<file path="src/rtl/pulse_to_press.sv">
// Converts single-cycle request pulses into press/gap waveforms on a registered press level.
// Requests that arrive while a press is under way are queued in a saturating pending counter.
module pulse_to_press #(
  parameter int unsigned HOLD_CYCLES = 4,
  parameter int unsigned GAP_CYCLES  = 2,
  parameter int unsigned MAX_PENDING = 7,
  parameter int unsigned PW          = $clog2(MAX_PENDING + 1)
) (
  input  logic          clk,
  input  logic          reset,
  input  logic          in_pulse,
  output logic          press,
  output logic          busy,
  output logic [PW-1:0] pending,
  output logic          dropped
);

  localparam int unsigned TMAX = (HOLD_CYCLES > GAP_CYCLES) ? HOLD_CYCLES : GAP_CYCLES;
  localparam int unsigned TW   = (TMAX > 1) ? $clog2(TMAX) : 1;

  // The timer holds the number of cycles remaining after the current one, so zero marks the last cycle.
  localparam logic [TW-1:0] HOLD_LOAD = TW'(HOLD_CYCLES - 1);
  localparam logic [TW-1:0] GAP_LOAD  = TW'(GAP_CYCLES - 1);
  localparam logic [PW-1:0] PEND_MAX  = PW'(MAX_PENDING);

  typedef enum logic [1:0] {
    IDLE  = 2'd0,
    PRESS = 2'd1,
    GAP   = 2'd2
  } state_t;

  state_t        state_q, state_d;
  logic [TW-1:0] timer_q, timer_d;
  logic [PW-1:0] pending_q, pending_d;
  logic          dropped_q, dropped_d;
  logic          press_q, press_d;
  logic          start;

  always_ff @(posedge clk) begin
    if (reset) begin
      state_q   <= IDLE;
      timer_q   <= '0;
      pending_q <= '0;
      dropped_q <= 1'b0;
      press_q   <= 1'b0;
    end else begin
      state_q   <= state_d;
      timer_q   <= timer_d;
      pending_q <= pending_d;
      dropped_q <= dropped_d;
      press_q   <= press_d;
    end
  end

  always_comb begin
    start = ((state_q == IDLE) || ((state_q == GAP) && (timer_q == '0)))
            && ((pending_q != '0) || in_pulse);

    state_d = state_q;
    timer_d = timer_q;
    unique case (state_q)
      IDLE: begin
        if (start) begin
          state_d = PRESS;
          timer_d = HOLD_LOAD;
        end
      end
      PRESS: begin
        if (timer_q == '0) begin
          state_d = GAP;
          timer_d = GAP_LOAD;
        end else begin
          timer_d = timer_q - TW'(1);
        end
      end
      GAP: begin
        if (timer_q == '0) begin
          if (start) begin
            state_d = PRESS;
            timer_d = HOLD_LOAD;
          end else begin
            state_d = IDLE;
          end
        end else begin
          timer_d = timer_q - TW'(1);
        end
      end
      default: begin
        state_d = IDLE;
        timer_d = '0;
      end
    endcase

    // A same-cycle request may itself be the one consumed by start, leaving the count unchanged.
    pending_d = pending_q;
    dropped_d = 1'b0;
    if (in_pulse && !start) begin
      if (pending_q == PEND_MAX) begin
        dropped_d = 1'b1;
      end else begin
        pending_d = pending_q + PW'(1);
      end
    end else if (!in_pulse && start) begin
      pending_d = pending_q - PW'(1);
    end
  end

  always_comb begin
    press_d = (state_d == PRESS);
    press   = press_q;
    dropped = dropped_q;
    pending = pending_q;
    busy    = (state_q != IDLE) || (pending_q != '0);
  end

endmodule
</file>
<file path="config.mk">
export PLATFORM = sky130hd
export DESIGN_NAME = pulse_to_press
export DESIGN_NICKNAME = d
export VERILOG_FILES = /design/src/rtl/pulse_to_press.sv
export SDC_FILE = /design/constraint.sdc
export NUM_CORES = 1
export LEC_CHECK = 0
export BUFFER_PORTS_ARGS = -buffer_cell sky130_fd_sc_hd__buf_2
export CORE_AREA = 3 3 40 42
export CTS_CLUSTER_DIAMETER = 60
export DETAILED_ROUTE_END_ITERATION = 6
export DIE_AREA = 0 0 43 45
export GPL_TIMING_DRIVEN = 0
export PLACE_DENSITY = 0.58
export REMOVE_ABC_BUFFERS = 1
export SKIP_CTS_REPAIR_TIMING = 1
export SLEW_MARGIN = 20
export SYNTH_ARGS = -nofsm -noshare
export SYNTH_HDL_FRONTEND = slang
export SYNTH_SLANG_ARGS = --single-unit
</file>
<file path="constraint.sdc">
create_clock -name clk -period 2.25 [get_ports clk]
set_input_delay 0.675 -clock clk [delete_from_list [all_inputs] [get_ports clk]]
set_output_delay 0.675 -clock clk [all_outputs]
set_load 0.05 [all_outputs]
</file>
Word level (Yosys, flattened, before mapping)
Index checks and enable logic that the tools add are counted.
{"block": "totals", "reg_bits": 9, "input_bits": 3, "output_inout_bits": 6, "wordCells": 43}
{"block": "op_classes", "add_sub_neg": 3, "eq_ne": 5, "muxes": 13, "bitwise": 1, "reduce_logical": 16}
{"cell": "$mux W2", "count": 6}
{"cell": "$pmux W2 S3", "count": 2}
{"cell": "$mux W3", "count": 3}
{"cell": "$eq A2 B1 Y1 const B", "count": 2}
{"cell": "$logic_and A1 B1 Y1", "count": 4}
{"cell": "$logic_not A2 Y1", "count": 2}
{"cell": "$reduce_bool A2 Y1", "count": 2}
{"cell": "$add A3 B1 Y3 const B", "count": 1}
{"cell": "$eq A3 B3 Y1 const B", "count": 1}
{"cell": "$logic_or A1 B1 Y1", "count": 3}
{"cell": "$reduce_bool A3 Y1", "count": 1}
{"cell": "$sub A3 B1 Y3 const B", "count": 1}
{"cell": "$eq A2 B2 Y1 const B", "count": 1}
{"cell": "$logic_not A1 Y1", "count": 2}
{"cell": "$mux W1", "count": 2}
{"cell": "$ne A2 B2 Y1 const B", "count": 1}
{"cell": "$reduce_and A2 Y1", "count": 1}
{"cell": "$reduce_or A2 Y1", "count": 1}
{"cell": "$sub A2 B1 Y2 const B", "count": 1}
{"cell": "$not A1 Y1", "count": 1}

Longest topological paths before layout
Gate-level depths: netlist (run 1).
{"block": "depth", "word_depth": 8, "mapped_depth": 7}

Worst setup path before layout (run 1)
No wires, ideal clock.
{"block": "synth_timing", "kind": "register -> output", "startpoint": "register pending_q[0], in the netlist pending[0]", "endpoint": "output busy", "arrival_time_ps": 1324, "t_required_ps": 1575, "slack_ps": 251, "path_stages_with_launch": 3, "n_path_buf": 0, "cell_sequence": "dfxtp_1 -> nor3_1 -> nand2_1"}
{"block": "synth_via", "elab_chain_cells": 2}
{"item": "start: declaration", "line_no": "34", "text": "logic [PW-1:0] pending_q, pending_d;"}
{"item": "start signal: assignment", "line_no": "49", "text": "pending_q <= pending_d;"}
{"item": "$reduce_bool A3 Y1", "line_no": "113", "text": "busy = (state_q != IDLE) || (pending_q != '0);"}
{"item": "$logic_or A1 B1 Y1", "line_no": "113"}
{"item": "end: declaration", "line_no": "13", "text": "output logic busy,"}
Every way passes these cells.

Worst setup path after layout (run 1)
Ends and elaborated chain as after synthesis.

==> results of run 1 <==
==> per-layer routing <==
layer  track usage  share of wire
met5             0              0
met4         0.108          0.023
met3        0.0598          0.042
met2         0.183           0.44
met1         0.155           0.50
==> worst max-delay path, stage by stage, from the launching register on <==
cell                      delay, ns
sky130_fd_sc_hd__dfxtp_1       0.37
sky130_fd_sc_hd__nor3_1        0.43
sky130_fd_sc_hd__nand2_1       0.08
sky130_fd_sc_hd__buf_2         0.22
==> registers in the layout, summed over array words and instances, names as in the netlist <==
signal,flops
timer_q,2
state_q,2
pending,3
press,1
dropped,1
==> final cells by class <==
cell class | count | share of cell area
clock buffers | 4 | 0.0453
inverters | 1 | 0.00647
multi-input cells | 42 | 0.537
flip-flops and latches | 9 | 0.310
well taps | 15 | 0.0323
repair buffers | 8 | 0.0690
==> through the flow <==
step | area, um2 | setup slack [ns] | cells | hold slack (ns) | utilization
detailed placement | 554 | 0.197 | 75 | 0.556 | 0.431
floorplan | 495 | 0.251 | 52 | 0.552 | -
global placement | 554 | 0.197 | 75 | 0.553 | 0.431
CTS | 581 | 0.192 | 79 | 0.570 | 0.452
global route | 581 | 0.110 | 79 | 0.604 | 0.452
finish | 581 | 0.215 | 79 | 0.569 | 0.452
==> how the worst max path moves through the flow <==
stage | start | to | slack [ns] | cells after the start
6_report | pending[0]$_SDFFE_PP0P_ | busy | 0.22 | 3
5_1_grt | state_q[0]$_SDFF_PP0_ | pending[2]$_SDFFE_PP0P_ | 0.11 | 6
4_1_cts | pending[0]$_SDFFE_PP0P_ | busy | 0.19 | 3
3_5_place_dp | in_pulse | pending[2]$_SDFFE_PP0P_ | 0.20 | 6
3_3_place_gp | in_pulse | pending[2]$_SDFFE_PP0P_ | 0.20 | 6
2_1_floorplan | pending[0]$_SDFFE_PP0P_ | busy | 0.25 | 2
==> cells in the final DEF, fill, tap and decap left out, drive strengths merged, types with 2 or more instances in the layout <==
| master | n |
|---|---|
| a21oi | 3 |
| nand2b | 4 |
| dfxtp | 9 |
| mux2 | 2 |
| nand3 | 2 |
| clkbuf | 4 |
| nor3 | 2 |
| buf | 8 |
| a2111oi | 2 |
| nand2 | 2 |
| nor2 | 9 |
| nor2b | 3 |
==> logic make-up (layout without fill, tap and decap cells) <==
logic type	count (synthesis)	after routing	share of synthesized area
compound gates	11	11	0.194
fa+ha+maj	1	1	0.0397
buf+inv	3	13	0.0248
flops	9	9	0.357
mux	3	3	0.0720
simple gates	27	27	0.313
==> flow_results.org, run 1 <==
** Setup path
- The startpoint identified for the worst register-to-register timing path is state_q[1]$_SDFF_PP0_.
- Worst Setup End Kind :: primary output
- In this run the worst path has a maximum fanout of 7.
- Register-to-register setup slack :: 0.29 ns
- The endpoint identified for the worst register-to-register timing path is pending[2]$_SDFFE_PP0P_.
- The worst setup path is launched from a flip-flop.
- Data on the critical path is required at its endpoint by around 1.6 ns.
- Worst Reg2Reg Path Length in Cells :: 7
- CP Class :: reg2out
- Arrival time worst endpoint :: around 1.4 ns

** Timing
- Derived from the worst setup path, the maximum achievable clock frequency is just under 0.5 GHz.
- The number of pins with negative max-slew slack in the final report came to 0.
- Total count of hold-check failures in the final report :: 0
- Counting I/O delays and the setup requirement, the final critical path takes 2.03 ns.
- Slew at the pin with the worst max-slew slack :: 0.444 ns
- Across the routed clock network, the largest skew measured is between 0.007 and 0.008 ns.
- In the final timing run, aggregate negative setup slack is 0 ns.
- Setup violations remaining at the end of the flow were counted as 0.
- Unrepaired setup endpoints after global routing :: false
- Measured against its own limit, the worst slew margin works out to 0.702.
- Final period utilization :: 0.904

** Synthesis
- The netlist uses 27 different library cells.
- Synthesized cell area :: 504 um2
- Yosys attributes the largest share of cell area to sky130_fd_sc_hd__dfxtp_1 36%, sky130_fd_sc_hd__nor2_1 6.7%, sky130_fd_sc_hd__nand2b_1 5.0%.
- The share of synthesized area in the top cell type comes to 0.357.
- In this run, synthesis produced a sequential element count of 9.
- Cell type with the largest total area after synthesis :: sky130_fd_sc_hd__dfxtp_1
- By count the netlist is led by 9 x sky130_fd_sc_hd__dfxtp_1, 9 x sky130_fd_sc_hd__nor2_1, 4 x sky130_fd_sc_hd__nand2b_1.
- Average size of a mapped cell :: 9.34 um2
- Among all flip-flop cells after synthesis, the most frequent one is sky130_fd_sc_hd__dfxtp_1.
- Synth warn :: 0
- Of the synthesized area, sequential elements account for 0.357.
- For this run, asynchronously set or reset flops after synthesis account for 0.
- The synthesized design contains 0 enable-type register cells.
- Synthesis produced a netlist whose cell count is 54.

** Clock network
- TritonCTS built the clock tree.
- Number of buffers created by CTS :: 3
- The tree is rooted in a sky130_fd_sc_hd__clkbuf_4.
- No sink is reached through more buffers than the 2 on the longest clock path.
- Clock latency on the worst-skew pair, taken at its later pin, is 0.26 ns.
- CTS clock-pin slew for the worst setup and hold paths :: roughly 0.06 ns
- H-tree levels :: 1
- Sink Count :: 9

** Route
- Per-cell routed wire length :: approximately 11 um
- Total via count after detailed routing :: 410
- Detailed-router iteration count before antenna repair :: 4
- The detail route stage leaves a number of antenna-violating nets equal to 0.
- Routed via count divided by cell count :: roughly 5.2
- In this run, the number of DRC markers left after iteration 0 of detailed routing was 4.
- Total wire length after detailed routing :: 906 um
- For this run, design rule violations remaining after detail routing come to 0.

** Layout
- Fill cells in the final layout number 138.
- Antenna Diode Count :: 0
- The net count of the finished layout is just under 70.
- Layout overhead on the synthesized area :: 15.1%
- Seq. cell area :: approximately 180 um2
- The multi-input combinational cells in the finished layout cover a total of slightly above 300 um2.
- Of the cells placed in the final design, the portion with a size suffix greater than 1 is 0.250.

** GRT
- Global-route wire length before repair :: ~1800 um
- Number of global-route vias before repair :: 388
- Summed over all layers, the global routing overflow is 0.
- Entering global routing, the biggest net connects 14 pins.
- Across every metal layer, demand over resource in global routing totals 0.132.
- Antenna violations before repair :: 0

** Placed design
- Input and output buffers added on the ports amount to 8.
- Placer congestion estimate :: approximately 0.69
- Total half-perimeter wirelength after legalization and detailed placement :: 652 um

** Flow run
- Maximum capacitance violations :: 0

** Floorplanning
- The initialized floorplan defines 13 standard-cell rows.
- 9 I/O pins were placed.
- Overall die height :: roughly 45 um
- The region available for standard cell placement spans 1280 um2.
- Die X :: 43 um
- The initial utilization of the core area, before any placement, comes to 0.392.
- Floorplan die area :: slightly below 2000 um2

** Worst hold path
- Hold EP :: pending[1]$_SDFFE_PP0P_
- In this run the most critical hold path is launched from pending[1]$_SDFFE_PP0P_.
- The worst hold path belongs to the class reg2reg.
- Along the worst hold path, the cell count comes to 2.

** Status
- Outcome :: finished clean
Power of run 1 is left out: the tool's default activity adds up to more than one toggle a clock period on the data nets, which glitch-free logic cannot reach.
==> run 2: changes to the inputs <==
--- a/config.mk
+++ b/config.mk
@@ -5,6 +5,7 @@
 export SDC_FILE = /design/constraint.sdc
 export NUM_CORES = 1
 export LEC_CHECK = 0
+export ABC_AREA = 1
 export BUFFER_PORTS_ARGS = -buffer_cell sky130_fd_sc_hd__buf_2
 export CORE_AREA = 3 3 40 42
 export CTS_CLUSTER_DIAMETER = 60
@@ -12,7 +13,6 @@
 export DIE_AREA = 0 0 43 45
 export GPL_TIMING_DRIVEN = 0
 export PLACE_DENSITY = 0.58
-export REMOVE_ABC_BUFFERS = 1
 export SKIP_CTS_REPAIR_TIMING = 1
 export SLEW_MARGIN = 20
 export SYNTH_ARGS = -nofsm -noshare
==> flow_results.org, run 2 <==
** Synthesis
- Post-Syn Instances :: 70 (was 54)
- Portion of the post-synthesis area used by sequential elements :: 0.354 (was 0.357)
- The number of warnings printed during yosys synthesis is 0 (unchanged).
- Leading cell types by count after synthesis: 11 x sky130_fd_sc_hd__nand2_1, 9 x sky130_fd_sc_hd__dfxtp_1, 8 x sky130_fd_sc_hd__inv_1 (was 9 x sky130_fd_sc_hd__dfxtp_1, 9 x sky130_fd_sc_hd__nor2_1, 4 x sky130_fd_sc_hd__nand2b_1).
- Synth top area share :: 0.354 (was 0.357)
- The number of nets in the synthesized netlist is 74.
- The number of enable flip-flop cells after synthesis came to 0 (unchanged).
- The library cell with the largest summed area after synthesis is sky130_fd_sc_hd__dfxtp_1 (unchanged).
- Prevailing post-synth register cell :: sky130_fd_sc_hd__dfxtp_1 (unchanged)
- The flop and latch count out of synthesis is 9 (unchanged).
- The count of different cell masters after synthesis came to 18 (was 27).
- Leading post-synthesis cells by cell area: sky130_fd_sc_hd__dfxtp_1 35%, sky130_fd_sc_hd__nand2_1 8.1%, sky130_fd_sc_hd__nand3_2 7.9% (was sky130_fd_sc_hd__dfxtp_1 36%, sky130_fd_sc_hd__nor2_1 6.7%, sky130_fd_sc_hd__nand2b_1 5.0%).
- The netlist area before placement came to 509 um2 (was 504 um2).
- The mean instance size in the synthesized netlist was 7.27 um2 (was 9.34 um2).
- Share of flip-flops with an asynchronous set or reset after synthesis :: 0 (unchanged)
- Cell with the most instances after synthesis :: sky130_fd_sc_hd__nand2_1

** Route
- The total number of vias was 455 (was 410).
- The total wirelength of the detailed-routed design came to 966 um (was 906 um).
- Final ANT Viol Nets :: 0 (unchanged)
- The DRC violations left is 0 (unchanged).
- Per-cell routed wire length :: 9.96 um (was 11.5 um)
- The detailed-router iteration count before antenna repair came to 4 (unchanged).
- Routed via count divided by cell count :: 4.69 (was 5.19)
- Number of DRC markers after the initial detailed-route iteration :: 9 (was 4)

** Placed design
- The HPWL after detailed placement came to 745 um (was 652 um).
- The number of buffers inserted by port buffering is 8 (unchanged).
- Placer congestion estimate :: 0.737 (was 0.689)
- The post-placement setup slack came to 0.420 ns (was 0.197 ns).

** Layout
- Total area of multi-input combinational cells :: 280 um2 (was 312 um2)
- The library cell used most frequently in the layout, excluding fill and tap cells, is sky130_fd_sc_hd__nand2_1.
- Layout overhead on the synthesized area :: 17.0% (was 15.1%)
- The total number of nets in the final design is 87 (was 69).
- Fraction of layout instances using a drive strength above 1 :: 0.341 (was 0.250)
- The number of flip-flops under the largest register name came to 3 (unchanged).
- The number of antenna cells inserted was 0 (unchanged).
- Seq. cell area :: 180 um2 (unchanged)
- The number of inserted filler cells in the final layout was 142 (was 138).
- Most frequent cells in the layout: 11 x sky130_fd_sc_hd__nand2_1, 9 x sky130_fd_sc_hd__dfxtp_1, 8 x sky130_fd_sc_hd__inv_1, 8 x sky130_fd_sc_hd__buf_2, 7 x sky130_fd_sc_hd__nor2_1 (was 9 x sky130_fd_sc_hd__nor2_1, 9 x sky130_fd_sc_hd__dfxtp_1, 8 x sky130_fd_sc_hd__buf_2).

** Timing
- Post-layout minimum cycle time :: 1.91 ns (was 2.03 ns)
- Peak clock frequency supported by timing :: 0.524 GHz (was 0.492 GHz)
- Worst rel slew slack :: 0.835 (was 0.702)
- Slew at the pin with the worst max-slew slack :: 0.250 ns (was 0.444 ns)
- The share of the cycle needed by the critical path after routing was 0.847 (was 0.904).
- Final setup skew :: 0.00563 ns (was 0.00791 ns)
- Summed negative setup slack over all endpoints :: 0 ns (unchanged)
- The post-route worst setup slack came to 0.343 ns (was 0.215 ns).
- Worst hold margin :: 0.541 ns (was 0.569 ns)
- The number of setup violations in the final report came to 0 (unchanged).
- The number of pins with negative max-slew slack in the final report was 0 (unchanged).
- Unrepaired setup endpoints after global routing :: false (unchanged)
- The count of endpoints failing hold in the final timing report is 0 (unchanged).

** Clock network
- Cell at the root of the clock tree :: sky130_fd_sc_hd__clkbuf_4 (unchanged)
- The insertion delay of the later-clocked pin in the worst-skew pair came to 0.27 ns (was 0.26 ns).
- H-tree levels :: 1 (unchanged)
- Sink Count :: 9 (unchanged)
- CTS clock-pin slew for the worst setup and hold paths :: 0.06 ns (about the same)
- The TritonCTS clock tree is yes (unchanged).
- The number of CTS-inserted buffers came to 3 (unchanged).
- The deepest clock path buffer count is 2 (unchanged).

** Setup path
- Register-to-register setup slack :: 0.69 ns (was 0.29 ns)
- The reg-to-reg critical path endpoint was pending[2]$_SDFFE_PP0P_ (unchanged).
- The element type at the critical path end is a primary output (unchanged).
- CP Class :: reg2out (unchanged)
- The required time of the critical path is 1.57 ns (about the same).
- Sort of element at the start of the critical path :: flip-flop (unchanged)
- Worst setup path end :: busy (unchanged)
- The count of cells along the worst register-to-register path came to 8 (was 7).
- The peak fanout along the critical path is 5 (was 7).
- Worst setup path startpoint :: state_q[0]$_SDFF_PP0_ (was pending[0]$_SDFFE_PP0P_)
- The critical path data arrival time was 1.23 ns (was 1.36 ns).
- The startpoint of the worst-slack reg-to-reg timing path was state_q[0]$_SDFF_PP0_ (was state_q[1]$_SDFF_PP0_).

** Status
- Outcome :: finished clean (unchanged)

** Floorplanning
- The number of ports placed on the die boundary is 9 (unchanged).
- Initial core utilization :: 0.396 (was 0.392)
- The core box area is 1280 um2 (unchanged).
- The die extent in y came to 45 um (unchanged).
- Row count :: 13 (unchanged)
- The die area is 1940 um2 (unchanged).
- The overall die width is 43 um (unchanged).

** GRT
- Number of global-route vias before repair :: 425 (was 388)
- Antenna violations before repair :: 0 (unchanged)
- The first-pass GRT wire length came to 1700 um (was 1790 um).
- Largest net degree at the start of global routing :: 7 (was 14)
- The global routing usage summed across all routing layers is 0.127 (was 0.132).
- Global-route congestion overflow total :: 0 (unchanged)

** Worst hold path
- The class of the most critical hold timing path is reg2reg (unchanged).

** Flow run
- Maximum capacitance violations :: 0 (unchanged)
run 2: cell count changes after synthesis, sizes merged, moves of 4 or more:
cell / previous run / this run
o21ai: 1 / 6
nand2: 2 / 17
nand3: 2 / 6
nand2b: 4 / 0
inv: 1 / 12
run 2: worst min-delay path by stage:
| stage | cells after the start | startpoint | endpoint |
|---|---|---|---|
| detailed placement | 2 | state_q[1]$_SDFF_PP0_ | state_q[1]$_SDFF_PP0_ |
| CTS | 2 | state_q[1]$_SDFF_PP0_ | state_q[1]$_SDFF_PP0_ |
| finish | 2 | state_q[1]$_SDFF_PP0_ | state_q[1]$_SDFF_PP0_ |
| global route | 2 | state_q[1]$_SDFF_PP0_ | state_q[1]$_SDFF_PP0_ |
| floorplan | 2 | state_q[1]$_SDFF_PP0_ | state_q[1]$_SDFF_PP0_ |
| global placement | 2 | state_q[1]$_SDFF_PP0_ | state_q[1]$_SDFF_PP0_ |
run 2: critical path: stages, from the launching register on:
cell and delay (ns):
sky130_fd_sc_hd__dfxtp_1 0.38, sky130_fd_sc_hd__inv_2 0.09, sky130_fd_sc_hd__nand2_4 0.10, sky130_fd_sc_hd__inv_1 0.07
sky130_fd_sc_hd__nand3_1 0.07, sky130_fd_sc_hd__buf_2 0.26
run 2: cell families (layout without fill, tap and decap cells):
| group | count (synthesis) | in the layout | share of synthesized area |
|---|---|---|---|
| and+or+nand+nor | 35 | 35 | 0.393 |
| buffers and inverters | 13 | 25 | 0.0958 |
| AOI/OAI and AO/OA | 12 | 12 | 0.118 |
| DFF | 9 | 9 | 0.354 |
| adders and majority gates | 1 | 1 | 0.0393 |
run 2: layout make-up:
type	count	area share
multi-input combinational	48	0.471
sequential	9	0.303
inverter	13	0.0819
timing repair buffer	8	0.0672
clock buffer	3	0.0378
tap	15	0.0315
clock inverter	1	0.00840
run 2: metal layers:
metal	up-vias	global-route usage	share of wire
li1	246	-	-
met1	191	0.142	0.45
met2	14	0.183	0.45
met3	4	0.0717	0.073
met4	0	0.0904	0.023
met5	-	0	0
run 2: stage by stage:
stage / std cells / instance area, um2 / utilization
CTS: 97 / 596 / 0.463
global placement: 93 / 568 / 0.442
global route: 97 / 596 / 0.463
detailed placement: 93 / 568 / 0.442
finish: 97 / 596 / 0.463
floorplan: 70 / 509 / -
Power of run 2 is left out for the same reason.
==> run 3: changes to the inputs <==
--- a/config.mk
+++ b/config.mk
@@ -5,14 +5,14 @@
 export SDC_FILE = /design/constraint.sdc
 export NUM_CORES = 1
 export LEC_CHECK = 0
-export ABC_AREA = 1
+export ABC_AREA = 0
 export BUFFER_PORTS_ARGS = -buffer_cell sky130_fd_sc_hd__buf_2
 export CORE_AREA = 3 3 40 42
 export CTS_CLUSTER_DIAMETER = 60
 export DETAILED_ROUTE_END_ITERATION = 6
 export DIE_AREA = 0 0 43 45
 export GPL_TIMING_DRIVEN = 0
-export PLACE_DENSITY = 0.58
+export PLACE_DENSITY = 0.6
 export SKIP_CTS_REPAIR_TIMING = 1
 export SLEW_MARGIN = 20
 export SYNTH_ARGS = -nofsm -noshare
==> constraint.sdc (replaced) <==
create_clock -name clk -period 1.6 [get_ports clk]
set_input_delay 0.48 -clock clk [delete_from_list [all_inputs] [get_ports clk]]
set_output_delay 0.48 -clock clk [all_outputs]
set_load 0.05 [all_outputs]
==> flow_results.org, run 3 (same netlist as run 1, synthesis figures left out) <==
** Status
- Outcome :: complete, but fails checks (was finished clean)
- Failing checks :: setup timing

** Worst hold path
- The launch point of the worst hold path is pending[1]$_SDFFE_PP0P_ (was state_q[1]$_SDFF_PP0_).
- Hold EP :: pending[1]$_SDFFE_PP0P_ (was state_q[1]$_SDFF_PP0_)
- The number of stages on the worst hold path is 2 (unchanged).
- Kind of path behind the tightest hold check :: reg2reg (unchanged)

** Timing
- The post-route worst setup slack is -0.129 ns (was 0.343 ns).
- Total count of hold-check failures in the final report :: 0 (unchanged)
- The number of pins with negative max-slew slack in the final report was 0 (unchanged).
- Unrepaired setup endpoints after global routing: true (was false).
- Post-layout minimum cycle time :: approximately 1.7 ns
- The measured slew at the worst slew-check pin came to 0.374 ns (was 0.250 ns).
- The number of setup violations in the final report came to 2 (was 0).
- Of the available clock period, the critical path in the final layout requires 1.08.
- The worst slew margin relative to its limit is 0.744 (was 0.835).
- The final clock skew was 0.00470 ns (was 0.00563 ns).
- Derived from the worst setup path, the maximum achievable clock frequency is between 0.5 and 0.6 GHz.

** Clock network
- CTS clock-pin slew for the worst setup and hold paths :: 0.06 ns (about the same)
- Cell at the root of the clock tree :: sky130_fd_sc_hd__clkbuf_4 (unchanged)
- The number of CTS-inserted buffers is 3 (unchanged).
- The CTS sink count was 9 (unchanged).
- H-tree levels :: 1 (unchanged)
- The TritonCTS clock tree was yes (unchanged).
- The insertion delay of the later-clocked pin in the worst-skew pair came to 0.25 ns (was 0.27 ns).
- The deepest clock path buffer count is 2 (unchanged).

** Setup path
- The peak fanout along the critical path is 4 (was 5).
- The required time of the critical path came to 1.74 ns (was 1.57 ns).
- The critical path data arrival time came to 1.87 ns (was 1.23 ns).
- Cells traversed along the worst timing path :: o21a_4 -> or2_4 -> nand2_4 -> fa_2 -> nand3_2 -> a2bb2oi_2 -> mux2_4 (was inv_2 -> nand2_4 -> inv_1 -> nand3_1 -> buf_2)
- Register-to-register setup slack :: -0.13 ns (was 0.69 ns)
- R2r startpoint :: timer_q[1]$_SDFF_PP0_ (was state_q[0]$_SDFF_PP0_)
- Critical Path Slowest Stage Cell :: sky130_fd_sc_hd__dfxtp_4 (was sky130_fd_sc_hd__dfxtp_1)
- End of the worst register-to-register path :: pending[2]$_SDFFE_PP0P_ (unchanged)
- The type of element launching the critical path was a flip-flop (unchanged).
- The maximum cell stage delay along the critical path came to 0.36 ns (was 0.38 ns).
- Worst Reg2Reg Path Length in Cells :: 7 (was 8)
- CP Class :: reg2reg (was reg2out)
- The element type at the critical path end was a flip-flop (was primary output).

** Power
- After layout, the design draws a total of ~1600 uW.
- Static Leak :: around 0.00029 uW
- Max rail drop VDD :: 0.000969 V
- For this design the ratio of total power to cell area is around 2400 nW/um2.

** Placed design
- Cell count after placement :: 77 (was 93)
- Total half-perimeter wirelength after legalization and detailed placement :: 716 um (was 745 um)
- The post-placement setup slack came to -0.204 ns (was 0.420 ns).
- Number of buffers added on ports :: 8 (unchanged)
- The placer congestion estimate was 0.663 (was 0.737).

** Floorplanning
- Row count :: 13 (unchanged)
- The overall die width is 43 um (unchanged).
- Placeable core region :: 1280 um2 (unchanged)
- The die area is 1940 um2 (unchanged).
- Initial core utilization :: 0.392 (was 0.396)
- The number of ports placed on the die boundary is 9 (unchanged).
- Overall die height :: 45 um (unchanged)

** GRT
- The via count of the first global-routing pass came to 386 (was 425).
- The first-pass GRT wire length came to 1750 um (was 1700 um).
- The total grt overflow came to 0 (unchanged).
- The initial antenna violation count is 0 (unchanged).
- The maximum number of pins on one net before global-route repair came to 11 (was 7).
- Global routing usage summed across all routing layers :: 0.121 (was 0.127)

** Layout
- The number of antenna cells inserted was 0 (unchanged).
- Most common cell after layout, fill and taps aside :: sky130_fd_sc_hd__nor2_1 (was sky130_fd_sc_hd__nand2_1)
- Number of nets in the finished design :: 77 (was 87)
- Most frequent cells in the layout :: 9 x sky130_fd_sc_hd__nor2_1, 7 x sky130_fd_sc_hd__buf_2, 6 x sky130_fd_sc_hd__buf_4 (was 11 x sky130_fd_sc_hd__nand2_1, 9 x sky130_fd_sc_hd__dfxtp_1, 8 x sky130_fd_sc_hd__inv_1, 8 x sky130_fd_sc_hd__buf_2, 7 x sky130_fd_sc_hd__nor2_1)
- Final non-filler cell total :: 87 (was 97)
- The number of inserted filler cells in the final layout was 123 (was 142).
- Fraction of layout instances using a drive strength above 1 :: 0.500 (was 0.341)
- Number of flip-flops under the largest register name :: 3 (unchanged)
- The area growth from synthesis to final layout is 36.2% (was 17.0%).

** Flow run
- Maximum capacitance violations :: 0 (unchanged)

** Route
- The post-detailed-route count of antenna-violating nets came to 0 (unchanged).
- Number of DRC markers after the initial detailed-route iteration :: 8 (was 9)
- Detailed-router iteration count before antenna repair :: 2 (was 4)
- The mean number of vias per cell was 5.07 (was 4.69).
- Total wire length after detailed routing :: 1010 um (was 966 um)
- Post-route DRC violation count :: 0 (unchanged)
- The total number of vias is 441 (was 455).
- The detail-routed net length per standard cell was 11.6 um (was 9.96 um).

** Synthesis
- Number of nets produced by synthesis :: 58 (was 74)
run 3: cell count changes in the layout (fill, tap and decap cells not counted), sizes merged, moves of 4 or more:
cell | previous run | this run
buf | 8 | 13
clkbuf | 3 | 7
inv | 12 | 1
nand2 | 17 | 2
nand2b | 0 | 4
nand3 | 6 | 2
o21ai | 6 | 1
run 3: layout make-up:
class,count,area (um2),share of cell area
inverters,1,3.75,0.00546
clock buffers,4,26.3,0.0383
flip-flops and latches,9,195,0.284
plain buffers,2,11.3,0.0164
repair buffers,14,87.6,0.128
multi-input cells,42,344,0.501
well taps,15,18.8,0.0273
run 3: critical path: cells and delay by family, from the launching register on:
| family | cells | cell delay (ns) |
|---|---|---|
| compound gates | 2 | 0.37 |
| flops | 1 | 0.36 |
| mux | 1 | 0.30 |
| simple gates | 3 | 0.39 |
| fa+ha+maj | 1 | 0.20 |
run 3: through the flow:
stage / TNS [ns] / hold slack (ns) / area, um2 / utilization
after floorplan: -0.212 / 0.508 / 537 / -
after global placement: -0.180 / 0.501 / 596 / 0.463
after detailed placement: -0.208 / 0.514 / 596 / 0.463
after CTS: -0.464 / 0.527 / 622 / 0.484
after global routing: -0.356 / 0.561 / 687 / 0.535
final: -0.218 / 0.532 / 687 / 0.535
run 3: routing by layer:
metal  part of all wire  routed length [um]  vias up  track usage
li1                   -                   -      233            -
met1               0.50                 510      201        0.158
met2               0.45                 455        5        0.186
met3              0.031                  31        2       0.0239
met4              0.013                  13        0       0.0723
met5                  0                   0        -            0
run 3: worst max-delay path by stage:
stage,startpoint,end,slack [ns],depth (start not counted)
2_1_floorplan,timer_q[0]$_SDFF_PP0_,pending[2]$_SDFFE_PP0P_,-0.10,7
3_3_place_gp,in_pulse,pending[2]$_SDFFE_PP0P_,-0.18,6
3_5_place_dp,in_pulse,pending[2]$_SDFFE_PP0P_,-0.20,6
4_1_cts,pending[0]$_SDFFE_PP0P_,busy,-0.25,3
5_1_grt,timer_q[1]$_SDFF_PP0_,pending[2]$_SDFFE_PP0P_,-0.18,7
6_report,timer_q[1]$_SDFF_PP0_,pending[2]$_SDFFE_PP0P_,-0.13,7
run 3: power by group:
part           total, uW  leakage, uW  switching, uW  internal (uW)
Combinational        981     0.000200            555            426
Sequential           466    0.0000771            128            338
Clock                173    0.0000150           76.8           95.9
Total               1620     0.000292            760            860
(Power assumes the default switching activity.)
